`config.mk`:
```
export PLATFORM = sky130hd
export DESIGN_NAME = eth_stats_sampler
export DESIGN_NICKNAME = d
export VERILOG_FILES = /design/src/rtl/eth_stats_pkg.sv /design/src/rtl/eth_stats_trigger.sv /design/src/rtl/eth_stats_sampler.sv
export SDC_FILE = /design/constraint.sdc
export NUM_CORES = 1
export LEC_CHECK = 0
export CAP_MARGIN = 30
export CORE_MARGIN = 4
export CORE_UTILIZATION = 52
export CTS_CLUSTER_SIZE = 40
export DETAILED_ROUTE_END_ITERATION = 7
export PLACE_DENSITY_LB_ADDON = 0.12
export SKIP_LAST_GASP = 1
export SLEW_MARGIN = 20
export SYNTH_ARGS = -nofsm -noshare
export SYNTH_HDL_FRONTEND = slang
export SYNTH_SLANG_ARGS = --single-unit
```
`constraint.sdc`:
```
create_clock -name clk -period 5.44 [get_ports clk]
set_clock_uncertainty 0.1 [all_clocks]
set_input_delay 0.544 -clock clk [delete_from_list [all_inputs] [get_ports clk]]
set_output_delay 0.544 -clock clk [all_outputs]
set_load 0.005 [all_outputs]
```
`src/rtl/eth_stats_pkg.sv`:
```
// Shared types and constants for the Ethernet statistics sampler.
package eth_stats_pkg;

    localparam int unsigned ETH_STATS_RECORD_WORDS = 14;
    localparam int unsigned ETH_STATS_IDX_W        = 4;
    localparam int unsigned ETH_STATS_DATA_W       = 32;
    localparam int unsigned ETH_STATS_CNT_W        = 64;
    localparam int unsigned ETH_STATS_ID_W         = 6;
    localparam int unsigned ETH_STATS_PERIOD_W     = 32;
    localparam int unsigned ETH_STATS_DROP_W       = 32;

    typedef enum logic [0:0] {
        IDLE = 1'b0,
        EMIT = 1'b1
    } eth_stats_sampler_state_t;

    typedef struct packed {
        logic [ETH_STATS_CNT_W-1:0] timestamp;
        logic [ETH_STATS_CNT_W-1:0] tx_bytes;
        logic [ETH_STATS_CNT_W-1:0] tx_good;
        logic [ETH_STATS_CNT_W-1:0] tx_bad;
        logic [ETH_STATS_CNT_W-1:0] rx_bytes;
        logic [ETH_STATS_CNT_W-1:0] rx_good;
        logic [ETH_STATS_CNT_W-1:0] rx_bad;
    } eth_stats_snap_t;

    // Record word idx: even index = low half, odd index = high half of each 64-bit field.
    function automatic logic [ETH_STATS_DATA_W-1:0] eth_stats_word(
        input eth_stats_snap_t              snap,
        input logic [ETH_STATS_IDX_W-1:0]   idx
    );
        logic [ETH_STATS_CNT_W-1:0] w_sel;
        case (idx[ETH_STATS_IDX_W-1:1])
            3'd0:    w_sel = snap.timestamp;
            3'd1:    w_sel = snap.tx_bytes;
            3'd2:    w_sel = snap.tx_good;
            3'd3:    w_sel = snap.tx_bad;
            3'd4:    w_sel = snap.rx_bytes;
            3'd5:    w_sel = snap.rx_good;
            default: w_sel = snap.rx_bad;
        endcase
        return idx[0] ? w_sel[ETH_STATS_CNT_W-1:ETH_STATS_DATA_W]
                      : w_sel[ETH_STATS_DATA_W-1:0];
    endfunction

endpackage

```
`src/rtl/eth_stats_trigger.sv`:
```
// Sampling trigger: stats_id change detect (period 0) or free-running period counter.
module eth_stats_trigger
    import eth_stats_pkg::*;
(
    input  logic                          clk,
    input  logic                          rst_n,
    input  logic                          srst,
    input  logic                          enable,
    input  logic [ETH_STATS_PERIOD_W-1:0] sample_period,
    input  logic [ETH_STATS_ID_W-1:0]     stats_id,
    output logic                          trigger_c
);

    logic [ETH_STATS_ID_W-1:0]     r_id_q;
    logic [ETH_STATS_PERIOD_W-1:0] r_cnt;
    logic                          w_periodic;
    logic                          w_period_hit;
    logic                          w_change;

    assign w_periodic   = (sample_period != '0);
    // >= keeps a lowered period from stalling the counter past its new limit.
    assign w_period_hit = (r_cnt >= (sample_period - ETH_STATS_PERIOD_W'(1)));
    assign w_change     = (stats_id != r_id_q);
    assign trigger_c    = ~srst & enable & (w_periodic ? w_period_hit : w_change);

    always_ff @(posedge clk or negedge rst_n) begin
        if (!rst_n) begin
            r_id_q <= '0;
        end else if (srst) begin
            r_id_q <= '0;
        end else begin
            r_id_q <= stats_id;
        end
    end

    always_ff @(posedge clk or negedge rst_n) begin
        if (!rst_n) begin
            r_cnt <= '0;
        end else if (srst) begin
            r_cnt <= '0;
        end else if (w_periodic && enable) begin
            r_cnt <= w_period_hit ? '0 : r_cnt + ETH_STATS_PERIOD_W'(1);
        end
    end

endmodule

```
`src/rtl/eth_stats_sampler.sv`:
```
// Snapshots the traffic counters on each trigger and streams a 14-word record to the stats FIFO.
module eth_stats_sampler
    import eth_stats_pkg::*;
(
    input  logic                          clk,
    input  logic                          rst_n,
    input  logic                          srst,
    input  logic                          enable,
    input  logic [ETH_STATS_PERIOD_W-1:0] sample_period,
    input  logic [ETH_STATS_CNT_W-1:0]    current_time,
    input  logic [ETH_STATS_ID_W-1:0]     stats_id,
    input  logic [ETH_STATS_CNT_W-1:0]    tx_bytes,
    input  logic [ETH_STATS_CNT_W-1:0]    tx_good,
    input  logic [ETH_STATS_CNT_W-1:0]    tx_bad,
    input  logic [ETH_STATS_CNT_W-1:0]    rx_bytes,
    input  logic [ETH_STATS_CNT_W-1:0]    rx_good,
    input  logic [ETH_STATS_CNT_W-1:0]    rx_bad,
    output logic [ETH_STATS_DATA_W-1:0]   fifo_wdata,
    output logic                          fifo_wlast,
    output logic                          fifo_wvalid,
    input  logic                          fifo_wready,
    output logic [ETH_STATS_DROP_W-1:0]   dropped,
    output logic                          busy
);

    localparam int unsigned C_RECORD_WORDS = ETH_STATS_RECORD_WORDS;
    localparam logic [ETH_STATS_IDX_W-1:0] C_LAST_IDX = ETH_STATS_IDX_W'(C_RECORD_WORDS - 1);

    eth_stats_sampler_state_t      r_state;
    eth_stats_sampler_state_t      w_state_nxt;
    logic [ETH_STATS_IDX_W-1:0]    r_idx;
    logic [ETH_STATS_IDX_W-1:0]    w_idx_nxt;
    logic                          r_pending;
    logic                          w_pending_nxt;
    logic [ETH_STATS_DROP_W-1:0]   r_dropped;
    logic [ETH_STATS_DROP_W-1:0]   w_dropped_nxt;
    logic                          w_capture;

    eth_stats_snap_t               r_snap;
    eth_stats_snap_t               w_snap_in;
    eth_stats_snap_t               w_snap_nxt;

    logic [ETH_STATS_DATA_W-1:0]   r_wdata;
    logic                          r_wlast;
    logic                          r_wvalid;
    logic                          r_busy;
    logic [ETH_STATS_DATA_W-1:0]   w_wdata_nxt;
    logic                          w_wlast_nxt;
    logic                          w_wvalid_nxt;
    logic                          w_busy_nxt;

    logic                          w_trigger;
    logic                          w_hs;

    eth_stats_trigger u_trigger (
        .clk           (clk),
        .rst_n         (rst_n),
        .srst          (srst),
        .enable        (enable),
        .sample_period (sample_period),
        .stats_id      (stats_id),
        .trigger_c     (w_trigger)
    );

    assign w_hs = r_wvalid & fifo_wready;

    always_comb begin
        w_snap_in           = '0;
        w_snap_in.timestamp = current_time;
        w_snap_in.tx_bytes  = tx_bytes;
        w_snap_in.tx_good   = tx_good;
        w_snap_in.tx_bad    = tx_bad;
        w_snap_in.rx_bytes  = rx_bytes;
        w_snap_in.rx_good   = rx_good;
        w_snap_in.rx_bad    = rx_bad;
    end

    // Next-state logic for the record emitter.
    always_comb begin
        w_state_nxt   = r_state;
        w_idx_nxt     = r_idx;
        w_pending_nxt = r_pending;
        w_dropped_nxt = r_dropped;
        w_capture     = 1'b0;

        case (r_state)
            IDLE: begin
                if (w_trigger) begin
                    w_capture   = 1'b1;
                    w_idx_nxt   = '0;
                    w_state_nxt = EMIT;
                end
            end
            EMIT: begin
                if (w_hs && (r_idx == C_LAST_IDX)) begin
                    // A trigger on the final handshake is folded into the next record, not dropped.
                    if (r_pending || w_trigger) begin
                        w_capture     = 1'b1;
                        w_idx_nxt     = '0;
                        w_pending_nxt = r_pending & w_trigger;
                    end else begin
                        w_idx_nxt   = '0;
                        w_state_nxt = IDLE;
                    end
                end else begin
                    if (w_hs) begin
                        w_idx_nxt = r_idx + ETH_STATS_IDX_W'(1);
                    end
                    if (w_trigger) begin
                        if (!r_pending) begin
                            w_pending_nxt = 1'b1;
                        end else if (r_dropped != '1) begin
                            w_dropped_nxt = r_dropped + ETH_STATS_DROP_W'(1);
                        end
                    end
                end
            end
            default: begin
                w_state_nxt = IDLE;
                w_idx_nxt   = '0;
            end
        endcase

        if (srst) begin
            w_state_nxt   = IDLE;
            w_idx_nxt     = '0;
            w_pending_nxt = 1'b0;
            w_dropped_nxt = '0;
            w_capture     = 1'b0;
        end
    end

    always_ff @(posedge clk or negedge rst_n) begin
        if (!rst_n) begin
            r_state   <= IDLE;
            r_idx     <= '0;
            r_pending <= 1'b0;
            r_dropped <= '0;
        end else begin
            r_state   <= w_state_nxt;
            r_idx     <= w_idx_nxt;
            r_pending <= w_pending_nxt;
            r_dropped <= w_dropped_nxt;
        end
    end

    // Output word is precomputed from next index/snapshot so the stream ports are registered.
    always_comb begin
        w_snap_nxt   = w_capture ? w_snap_in : r_snap;
        w_wvalid_nxt = (w_state_nxt == EMIT);
        w_wlast_nxt  = w_wvalid_nxt & (w_idx_nxt == C_LAST_IDX);
        w_wdata_nxt  = w_wvalid_nxt ? eth_stats_word(w_snap_nxt, w_idx_nxt) : '0;
        w_busy_nxt   = w_wvalid_nxt | w_pending_nxt;
    end

    always_ff @(posedge clk or negedge rst_n) begin
        if (!rst_n) begin
            r_snap   <= '0;
            r_wdata  <= '0;
            r_wlast  <= 1'b0;
            r_wvalid <= 1'b0;
            r_busy   <= 1'b0;
        end else begin
            r_snap   <= w_snap_nxt;
            r_wdata  <= w_wdata_nxt;
            r_wlast  <= w_wlast_nxt;
            r_wvalid <= w_wvalid_nxt;
            r_busy   <= w_busy_nxt;
        end
    end

    assign fifo_wdata  = r_wdata;
    assign fifo_wlast  = r_wlast;
    assign fifo_wvalid = r_wvalid;
    assign dropped     = r_dropped;
    assign busy        = r_busy;

endmodule

```
### Word level (Yosys, flattened, before mapping)

Index checks and enable logic that the tools add are counted.

| operators by class | value |
|---|---|
| $add $sub $neg | 4 |
| magnitude comparators | 1 |
| equal/unequal tests | 10 |
| multiplexer cells | 33 |
| bitwise logic cells | 8 |
| reduce and logical (&&, ||, !) cells | 11 |

Operator list:

| kind | count |
|---|---|
| 448-bit 2-to-1 mux | 1 |
| 64-bit case mux with 6 select lines | 1 |
| 32-bit 2-to-1 mux | 11 |
| 32-bit by 1-bit adder with 32-bit output, second input constant | 2 |
| 32-bit >= comparator | 1 |
| 32-bit != test, second input constant | 1 |
| 32-bit nonzero test | 1 |
| 32-bit by 1-bit subtractor with 32-bit output, second input constant | 1 |
| 4-bit 2-to-1 mux | 4 |
| 1-bit 2-to-1 mux | 12 |
| 2-bit nonzero test | 5 |
| 4-bit == test, second input constant | 2 |
| 4-bit case mux with 2 select lines | 1 |
| 3-bit by 2-bit == test with 1-bit output, second input constant | 2 |
| 3-bit == test, second input constant | 2 |
| 6-bit 2-to-1 mux | 1 |
| 6-bit != test | 1 |
| 1-bit AND | 5 |
| 5-bit AND reduction | 1 |
| 4-bit by 1-bit adder with 4-bit output, second input constant | 1 |
| 1-bit case mux with 2 select lines | 2 |
| 3-bit by 1-bit == test with 1-bit output, second input constant | 1 |
| 3-bit logical NOT | 1 |
| 1-bit logical AND | 2 |
| other kinds (4) | 5 |

| storage, ports and cells | value |
|---|---|
| register bits | 558 |
| input bits | 491 |
| output and inout port bits | 67 |
| word-level logic and storage cells | 83 |

### Depth between registers and ports, before layout

Gate-level depths: netlist of run 1.

| logic depth | value |
|---|---|
| word-level depth | 13 |
| mapped depth | 21 |
| gate-level depth less buffers | 18 |

### By module

From an unflattened synthesis of run 1, not the netlist that was laid out.

| unflattened totals | value |
|---|---|
| cells, all modules | 2029 |
| area, all modules | 25789.7 µm² |

By module, submodules not included:

| module | times used | cells an instance | area each (µm²) | seq. area each (µm²) |
|---|---|---|---|---|
| eth_stats_sampler | 1 | 1628 | 22298.9 | 13012.5 |
| eth_stats_trigger | 1 | 401 | 3490.8 | 950.9 |

### Worst setup path before layout of run 1

Ideal clock, no wire load.

| path | value |
|---|---|
| kind | in2reg |
| start point | input port sample_period[9] |
| end point | register r_wdata[12] (netlist: fifo_wdata[12]) |
| library setup time | 0.126 ns |
| arrival time | 5.156 ns |
| setup slack | 0.058 ns |
| cell stages on the path | 19 |
| path buffers | 3 |
| path through | nor4_1 > nand3_1 > nor2_1 > nand3_1 > nor4_1 > xnor2_1 > ha_1 > nand4_1 > nor2_1 > a221o_2 > or3_2 > o311ai_4 > buf_4 > buf_2 > buf_2 > mux2_2 > a22oi_1 > o221ai_1 > o311a_1 |

RTL lines:

| element | line | text |
|---|---|---|
| from (decl) | eth_stats_sampler.sv:9 | `input logic [ETH_STATS_PERIOD_W-1:0] sample_period,` |
| to (signal assigned) | eth_stats_sampler.sv:165 | `r_wdata <= w_wdata_nxt;` |
| to (decl) | eth_stats_sampler.sv:43 | `logic [ETH_STATS_DATA_W-1:0] r_wdata;` |

==> metrics.txt, run 1 <==
power consumption about 9400 uW; Setup CP Type primary input to flop; Final min period about 5300 ps; yosys warns 0; DRC viols 0; top_reg_cell synth dfrtp_1; initial antenna violation count 21; Fmax around 190 MHz; Layout Nets about 3400; H-tree lvl count 2; Placer Congestion around 0.90; area delta synth->final 41.8%; CTS Buffer Depth 3; total grt overflow 0; Final Cycle Share ~98%; first-pass GRT wire length between 100 and 150 mm; class of the worst hold path flop to flop; Mapped Avg Cell Area 12.4 sq um; starting DRC count in detailed routing approximately 1700; syn nets 2636; Hold Vio Cnt, Final 0; hold endpoint r_snap[17]; hold path depth 2; flops & latches, synth around 560; FF-to-FF End fifo_wdata[4]; setup ws final 130 ps; vias in the first global route 21700; pre-CTS setup slack -1040 ps; Via Count between 20000 and 25000; total core area 49300 sq um; Crit Reg-Reg Startpoint u_trigger.r_cnt[13]; Via-to-Cell Ratio between 5 and 6; Die H roughly 230 um; wire length per cell approximately 25 um; root buffer cell clkbuf_16; part of the Yosys area used for sequential elements 53.6%; detailed placement HPWL ~66 mm; # clock sinks between 500 and 600; Worst Setup End Kind flop; nature of the critical path startpoint primary input; Register-to-Register Path Depth 18; Leakage Power 0.0170 uW; power density cells about 250 nW/um^2; Cells after Synth ~2100; Initial Util 52.9%; die width about 230 um; Post-Route WL about 90 mm; number of synthesized flops with an enable pin 0; Critical Path Fanout Max 6; Worst Min Path Start r_snap[17]; Max-cap violations 0; largest net degree at the start of global routing around 160; Yosys cell types 83; CTS Buf Count 57; Clk Latency, worst-skew pair slightly above 600 ps; VDD IR max between 0.0002 and 0.00025 V; All-Layer GR Usage 31.8%; row count 81; status complete, no violations; CTS tree yes; Slew HR a little over a third; Async SR Flop Fraction between 90% and 100%; CP required 5820 ps; Final ANT Viol Nets 0; Post-Syn Area roughly 26000 sq um; DR pass1 iterations 5; CTS clk-pin slew, worst paths 60 ps; R2R Setup Slk a little under 1000 ps; share of layout cells above drive strength 1 between 20% and 30%; Tightest Pin Transition around 960 ps; crit path DAT ~5700 ps; die area 53700 sq um; number of I/O pins roughly 560; PortBufs 557; setup violators final 0; Max Slew Vio Count 0
[Yosys cell counts, types with 38 or more instances]
library cell,count,area [sq um]
a21oi_1,40,200
a221oi_1,38,333
a22o_1,46,403
buf_2,52,260
clkbuf_1,58,218
dfrtp_1,558,14000
ha_1,38,475
inv_1,54,203
mux2_2,406,4570
mux2i_1,41,410
nand2_1,125,469
nand4_1,45,282
nor2_1,90,338
nor2b_1,39,244
xor2_1,49,429
[critical path: stages]
cell             delay, ps
clkdlybuf4s50_1        470
inv_1                   60
ha_1                   230
and3_4                 170
and4_4                 140
and2_4                 150
buf_4                  140
buf_4                  130
xnor2_1                120
ha_1                   270
nand4_1                140
or4_4                  570
a311oi_4               330
buf_4                  180
o311ai_4               140
buf_12                 180
clkbuf_16              150
buf_16                 140
buf_4                  150
buf_12                 130
buf_4                  140
mux2_2                 270
nor2b_1                130
a41o_1                 220
nor4b_2                300
a211oi_1                80
[flip-flops by register name (all words and copies together) (netlist names)]
register and count:
busy 1, dropped 32, fifo_wdata 32, fifo_wlast 1
fifo_wvalid 1, r_idx 4, r_pending 1, r_snap 448
u_trigger.r_cnt 32, u_trigger.r_id_q 6
[placed cells by master (no fill, tap or decap), types with 28 or more instances in the layout]
| cell type | count |
|---|---|
| mux2i_1 | 41 |
| a211oi_1 | 29 |
| inv_1 | 52 |
| xnor2_1 | 37 |
| dfrtp_1 | 558 |
| nor2_1 | 86 |
| nand4_1 | 45 |
| clkdlybuf4s50_1 | 543 |
| a21oi_1 | 38 |
| a22o_1 | 46 |
| a221oi_1 | 36 |
| buf_12 | 39 |
| mux2_2 | 406 |
| buf_4 | 218 |
| nand3_1 | 28 |
| nand2_1 | 121 |
| nor2b_1 | 39 |
| xor2_1 | 49 |
| nand2b_1 | 35 |
| clkbuf_16 | 63 |
| ha_1 | 38 |
[worst max path at each step]
stage,from,slack [ps],to
detailed placement,sample_period[2],-1040,fifo_wdata[15]
floorplan,sample_period[9],60,fifo_wdata[12]
global placement,sample_period[9],-1260,fifo_wdata[15]
global route,sample_period[1],-60,fifo_wdata[4]
finish,sample_period[0],130,fifo_wdata[4]
CTS,sample_period[2],2,fifo_wdata[19]
[repair_timing]
action,4_1_cts,5_1_grt
hold endpoints to repair,68,0
gates cloned,0,6
buffers inserted,2,18
gates resized for setup,10,74
pin swaps,0,30
hold buffers,1,0
endpoints found under the setup margin,29,61
[final cells by class]
type	count	area, sq um
antenna	16	40.0
clock buffer	82	1630
clock inverter	17	279
fill	3340	12300
inverter	54	203
multi-input combinational	1373	11600
sequential	558	14000
tap	664	831
timing repair buffer	831	8340
[logic make-up after synthesis]
kind of cell               Yosys count  synth area share [%]
adders and majority gates           38                  1.83
DFF                                558                  53.6
buffers and inverters              176                  2.97
xor gates and xnor gates            86                  2.89
AOI/OAI and AO/OA                  304                  9.31
and+or+nand+nor                    496                  10.2
muxes                              449                  19.2
[stage by stage]
step	std cells	hold WS [ps]	setup TNS, ps	utilization, %	area, sq um
global route	3594	403	-92.6	75.0	36900
global placement	3453	365	-33650	69.5	34200
finish	3595	386	0	75.0	36900
detailed placement	3453	373	-42140	69.5	34200
CTS	3555	387	0	73.6	36200
floorplan	2107	148	0	-	26000
[layer usage]
metal | track usage [%] | wire (um) | share of wire [%]
met5 | 0 | 103 | 0.12
met4 | 14.0 | 3760 | 4.2
met3 | 7.72 | 6390 | 7.2
met2 | 52.7 | 43600 | 49
met1 | 39.9 | 35200 | 39
[report_power, final]
group	leakage (uW)	internal (uW)	switching (uW)
registers	0.00729	4360	54.8
clock network	0.000942	2400	1650
logic	0.00877	552	393
Note: power is estimated with default switching activity, not from simulation.
==> run 2: changes to the inputs <==
==> constraint.sdc (replaced) <==
create_clock -name clk -period 5.44 [get_ports clk]
set_clock_uncertainty 0.1 [all_clocks]
set_input_delay 1.632 -clock clk [delete_from_list [all_inputs] [get_ports clk]]
set_output_delay 1.632 -clock clk [all_outputs]
set_load 0.005 [all_outputs]
==> metrics.txt, run 2 (synthesis results as in run 1) <==
CTS tree yes (unchanged); DRC viols 0 (unchanged); commonest non-fill, non-tap cell in the layout dfrtp_1 (unchanged); Via Count 21700 (was 20800); area delta synth->final 51.3% (was 41.8%); Final ANT Viol Nets 0 (unchanged); Fillers 2917 (was 3340); Slew HR 39.3% (was 36.0%); Final Cycle Share 110% (was 97.6%); total core area 49300 sq um (unchanged); wire length per cell 25.8 um (was 24.8 um); Final min period 5960 ps (was 5310 ps); Hold WS 387 ps (was 386 ps); H-tree lvl count 2 (unchanged); Fmax 168 MHz (was 188 MHz); DR pass1 iterations 5 (unchanged); WP buf/inv 9 (was 11); total grt overflow 0 (unchanged); CTS Buf Count 58 (was 57); Seq. cell area 14000 sq um (unchanged); Critical Path Slowest Stage Cell or4_4 (unchanged); setup violators final 64 (was 0); CP delay by family, top simple AND/OR/NAND/NOR gates (was buffers and inverters); Max-cap violations 0 (unchanged); Leakage Power 0.0181 uW (was 0.0170 uW); CTS clk-pin slew, worst paths 60 ps (about the same); Die H 232 um (unchanged); root buffer cell clkbuf_16 (unchanged); sequence of cells on the critical path dlygate4sd2_1, nor3_2, buf_4, and4_4, and2_4, nand2_2, xor2_1, ha_1, nand4_1, or4_4, a311oi_4, buf_6, o311ai_4, buf_12, buf_16, buf_12, buf_12, buf_16, mux2_4, a22o_1, nor4b_4, buf_4, a211oi_2; VDD IR max 0.000234 V (was 0.000220 V); starting DRC count in detailed routing 1562 (was 1703); Tightest Pin Transition 902 ps (was 960 ps); most frequent cells in the layout 558 x dfrtp_1, 534 x clkdlybuf4s50_1, 364 x mux2_2 (was 558 x dfrtp_1, 543 x clkdlybuf4s50_1, 406 x mux2_2); Max Slew Vio Count 0 (unchanged); crit-path max cell delay 490 ps (was 570 ps); Setup CP Type primary input to flop (unchanged); power density cells 248 nW/um^2 (was 255 nW/um^2); detailed placement HPWL 66.7 mm (was 66.0 mm); max FFs per register 448 (unchanged); Post-Route WL 95.9 mm (was 89.1 mm); R2R Setup Slk 1030 ps (was 980 ps); nature of the critical path startpoint primary input (unchanged); RSZ-0062 raised after global routing true; number of I/O pins 558 (unchanged); Clk Latency, worst-skew pair 630 ps (was 620 ps); # clock sinks 558 (unchanged); status complete, but fails checks (was complete, no violations); Initial Util 52.9% (unchanged); die width 232 um (unchanged); die area 53700 sq um (unchanged); dpl cells 3462 (was 3453); setup ws final -521 ps (was 130 ps); Placer Congestion 0.914 (was 0.904); largest net degree at the start of global routing 101 (was 159); failing checks setup timing; Worst Setup End Kind flop (unchanged); initial antenna violation count 50 (was 21); crit path DAT 6330 ps (was 5690 ps); Critical Path Fanout Max 7 (was 6); vias in the first global route 23300 (was 21700); fin cells 3722 (was 3595); CP required 5810 ps (was 5820 ps); Layout Nets 3496 (was 3404); CTS Buffer Depth 3 (unchanged); first-pass GRT wire length 142 mm (was 130 mm); Hold Vio Cnt, Final 0 (unchanged); Via-to-Cell Ratio 5.83 (was 5.78); All-Layer GR Usage 34.7% (was 31.8%); row count 81 (unchanged); multi-input logic area 12600 sq um (was 11600 sq um); class of the worst hold path flop to flop (unchanged); PortBufs 557 (unchanged); share of layout cells above drive strength 1 35.5% (was 28.9%); CP dominant cell by count buf_12 (was buf_4); Hold-fix buffers, CTS 0 (was 1); Most flops, register r_snap (unchanged)
==> run 2: layout make-up <==
type,instances,share of cell area [%]
repair buffers,922,24.3
flip-flops and latches,558,35.5
multi-input cells,1373,32.0
clock buffers,89,4.65
inverters,54,0.515
well taps,664,2.11
clock inverters,20,0.715
diodes,42,0.267
==> run 2: metal layers <==
layer,GRT usage (%),wire length (um)
met1,42.7,36400
met2,57.4,47300
met3,8.24,7530
met4,17.3,4560
met5,0,120
==> run 2: repair_timing <==
action / in CTS / in global routing
buffers inserted: 84 / 15
gates cloned: 19 / 1
resized for setup: 313 / 68
endpoints found under the hold margin: 0 / 0
setup endpoints to repair: 432 / 152
pin swaps: 71 / 26
==> run 2: tightest hold or removal path: stages (launching register included) <==
cell	delay (ps)
dfrtp_1	320
mux2i_1	80
inv_1	60
==> run 2: path summary, 6_finish.rpt <==
kind	end	startpoint	cells after the start
min in group asynchronous	r_snap[395]	rst_n	1
setup / recovery	fifo_wdata[29]	sample_period[15]	23
hold / removal	r_snap[269]	r_snap[269]	2
setup reg to reg	fifo_wdata[24]	u_trigger.r_cnt[0]	19
hold reg to reg	r_snap[269]	r_snap[269]	2
max in group asynchronous	dropped[14]	rst_n	2
==> run 2: metrics by stage <==
stage / util [%] / area (sq um) / worst slack [ps] / TNS [ps] / total power (uW)
after floorplan: - / 26300 / -526 / -29630 / 4780
after global placement: 69.9 / 34400 / -1640 / -398610 / 5390
after detailed placement: 69.9 / 34400 / -1750 / -445270 / 5420
after CTS: 79.0 / 38900 / -458 / -13610 / 9750
after global routing: 79.9 / 39400 / -656 / -28980 / 10100
final: 80.0 / 39400 / -521 / -17440 / 9760
==> run 2: where the power goes <==
part           switching [uW]  internal, uW  total, uW
logic                     422           586       1010
registers                64.4          4360       4420
clock network            1730          2600       4330
==> variant, RTL diff (settings of run 1) <==
Set the package constant `ETH_STATS_PERIOD_W` to 64 (it was 32).
--- a/src/rtl/eth_stats_pkg.sv
+++ b/src/rtl/eth_stats_pkg.sv
@@ -7,5 +7,5 @@
     localparam int unsigned ETH_STATS_CNT_W        = 64;
     localparam int unsigned ETH_STATS_ID_W         = 6;
-    localparam int unsigned ETH_STATS_PERIOD_W     = 32;
+    localparam int unsigned ETH_STATS_PERIOD_W     = 64;
     localparam int unsigned ETH_STATS_DROP_W       = 32;
 
Ports: changed (resized sample_period); port bits go from 558 to 590. No check against the original RTL was run, so the function may have changed too.
==> variant against run 1 <==
Area after synthesis is 12% higher. Global-route usage rose by 3.6 points. Design area up 19%. Sequential cell count rose by 32. Synthesized cell count grew 30%. Total power rose by 0.37%. Setup slack got worse by 390 ps. First-iteration DRC count rose by 33%. Wire length up 30%. The flow now finishes with violations (negative setup slack). Largest cell class is now multi-input gates.
==> variant: results (changes against run 1) <==
metric;value;unit;change
status;finished with violations;;
violations;negative setup slack;;
hold_start;srst;;
fin_tns_setup;-5610;ps;-5610 ps
numCtsBuffers;61;;+7.0%
gp_congestion;0.948;;+4.8%
synth_warnings;0;;unchanged
synthesis.nets;3329;;+26%
max_stage_delay;460;ps;-110 ps
dr.pass1.iters;5;;unchanged
drt_iter0_drc;2273;;+33%
setup_ws;-264;ps;-394 ps
place_ws;-1480;ps;-437 ps
slew_headroom;41.5;%;+5.5 points
arrival;6130;ps;+440 ps
wl_met2;56.5;mm;+29%
hold_path_class;primary input to register;;
cp_max_fo;7;;+1
fin_cells;4529;;+26%
top_regs;r_snap x448, u_trigger.r_cnt x64;;
grt_pass1_vias;27300;;+26%
min_to;r_idx[1];;
clkLatencyLatePin;640;ps;+20 ps
viasPerCell;5.91;;+2.3%
timing.hold.ws;267;ps;-119 ps
p_leak;20.8;nW;+22%
track_usage;35.3;%;+3.6 points
post_drt_wl_per_cell;25.6;um;+3.1%
io_buffer_count;589;;+5.7%
multi_input_area;0.0150;mm^2;+28%
fillers;3397;;+1.7%
grt_start_max_net_pins;152;;-4.4%
synth_cells;2736;;+30%
r2r-start;u_trigger.r_cnt[18];;
cts.path.max_buffers;3;;unchanged
wl_met3;9.07;mm;+42%
ys_types;72;;-13%
grt_pass1_wl;163;mm;+25%
cpLargestDelayFamily;simple AND/OR/NAND/NOR gates;;
nets;4292;;+26%
drive_gt1_share;30.0;%;+1.1 points
ir_drop;284;uV;+29%
place_hpwl;79.1;mm;+20%
r2r_setup_slack;1080;ps;+100 ps
synth_common_cells;dfrtp_1 (590), nand2_1 (512), mux2_2 (307);;
finalSetupViolations;32;;+32
startpoint;sample_period[22];;
cts_setup_buffers;64;;+62
synthTopCellsByArea;dfrtp_1 (51%), mux2_2 (12%), nand2_1 (6.6%), ha_1 (3.0%), xor2_1 (2.5%);;
dp_cells;4232;;+23%
met1Wirelength;43.7;mm;+24%
antenna_found_initial;49;;+130%
async_reset_ff_share;100;%;unchanged
dpl_cell_area;0.0384;mm^2;+12%
## variant: report_power, final
part	internal, mW	switching, mW	leakage [nW]
Combinational	0.419	0.290	11.6
Sequential	4.39	0.00366	8.19
Clock	2.48	1.86	1.01
Total	7.29	2.15	20.8
## variant: logic make-up after synthesis
kind of cell             synth area share, %
AND/OR/NAND/NOR                         15.1
flip-flops                              50.7
AO/OA/AOI/OAI                           10.3
multiplexers                            13.7
buffers and inverters                   2.91
XOR/XNOR                                4.33
adder cells (fa/ha/maj)                 3.01
## variant: final cells by class
cell class / count / area share, %
well taps: 748 / 2.13
multi-input cells: 1969 / 34.1
clock buffers: 84 / 3.97
clock inverters: 27 / 0.698
repair buffers: 1048 / 25.1
flip-flops and latches: 590 / 33.6
inverters: 29 / 0.248
diodes: 34 / 0.194
## variant: metal layers
metal,vias up,global-route usage (%)
met5,-,0
met4,32,16.5
li1,11600,-
met2,1323,59.1
met3,363,8.30
met1,13400,43.6
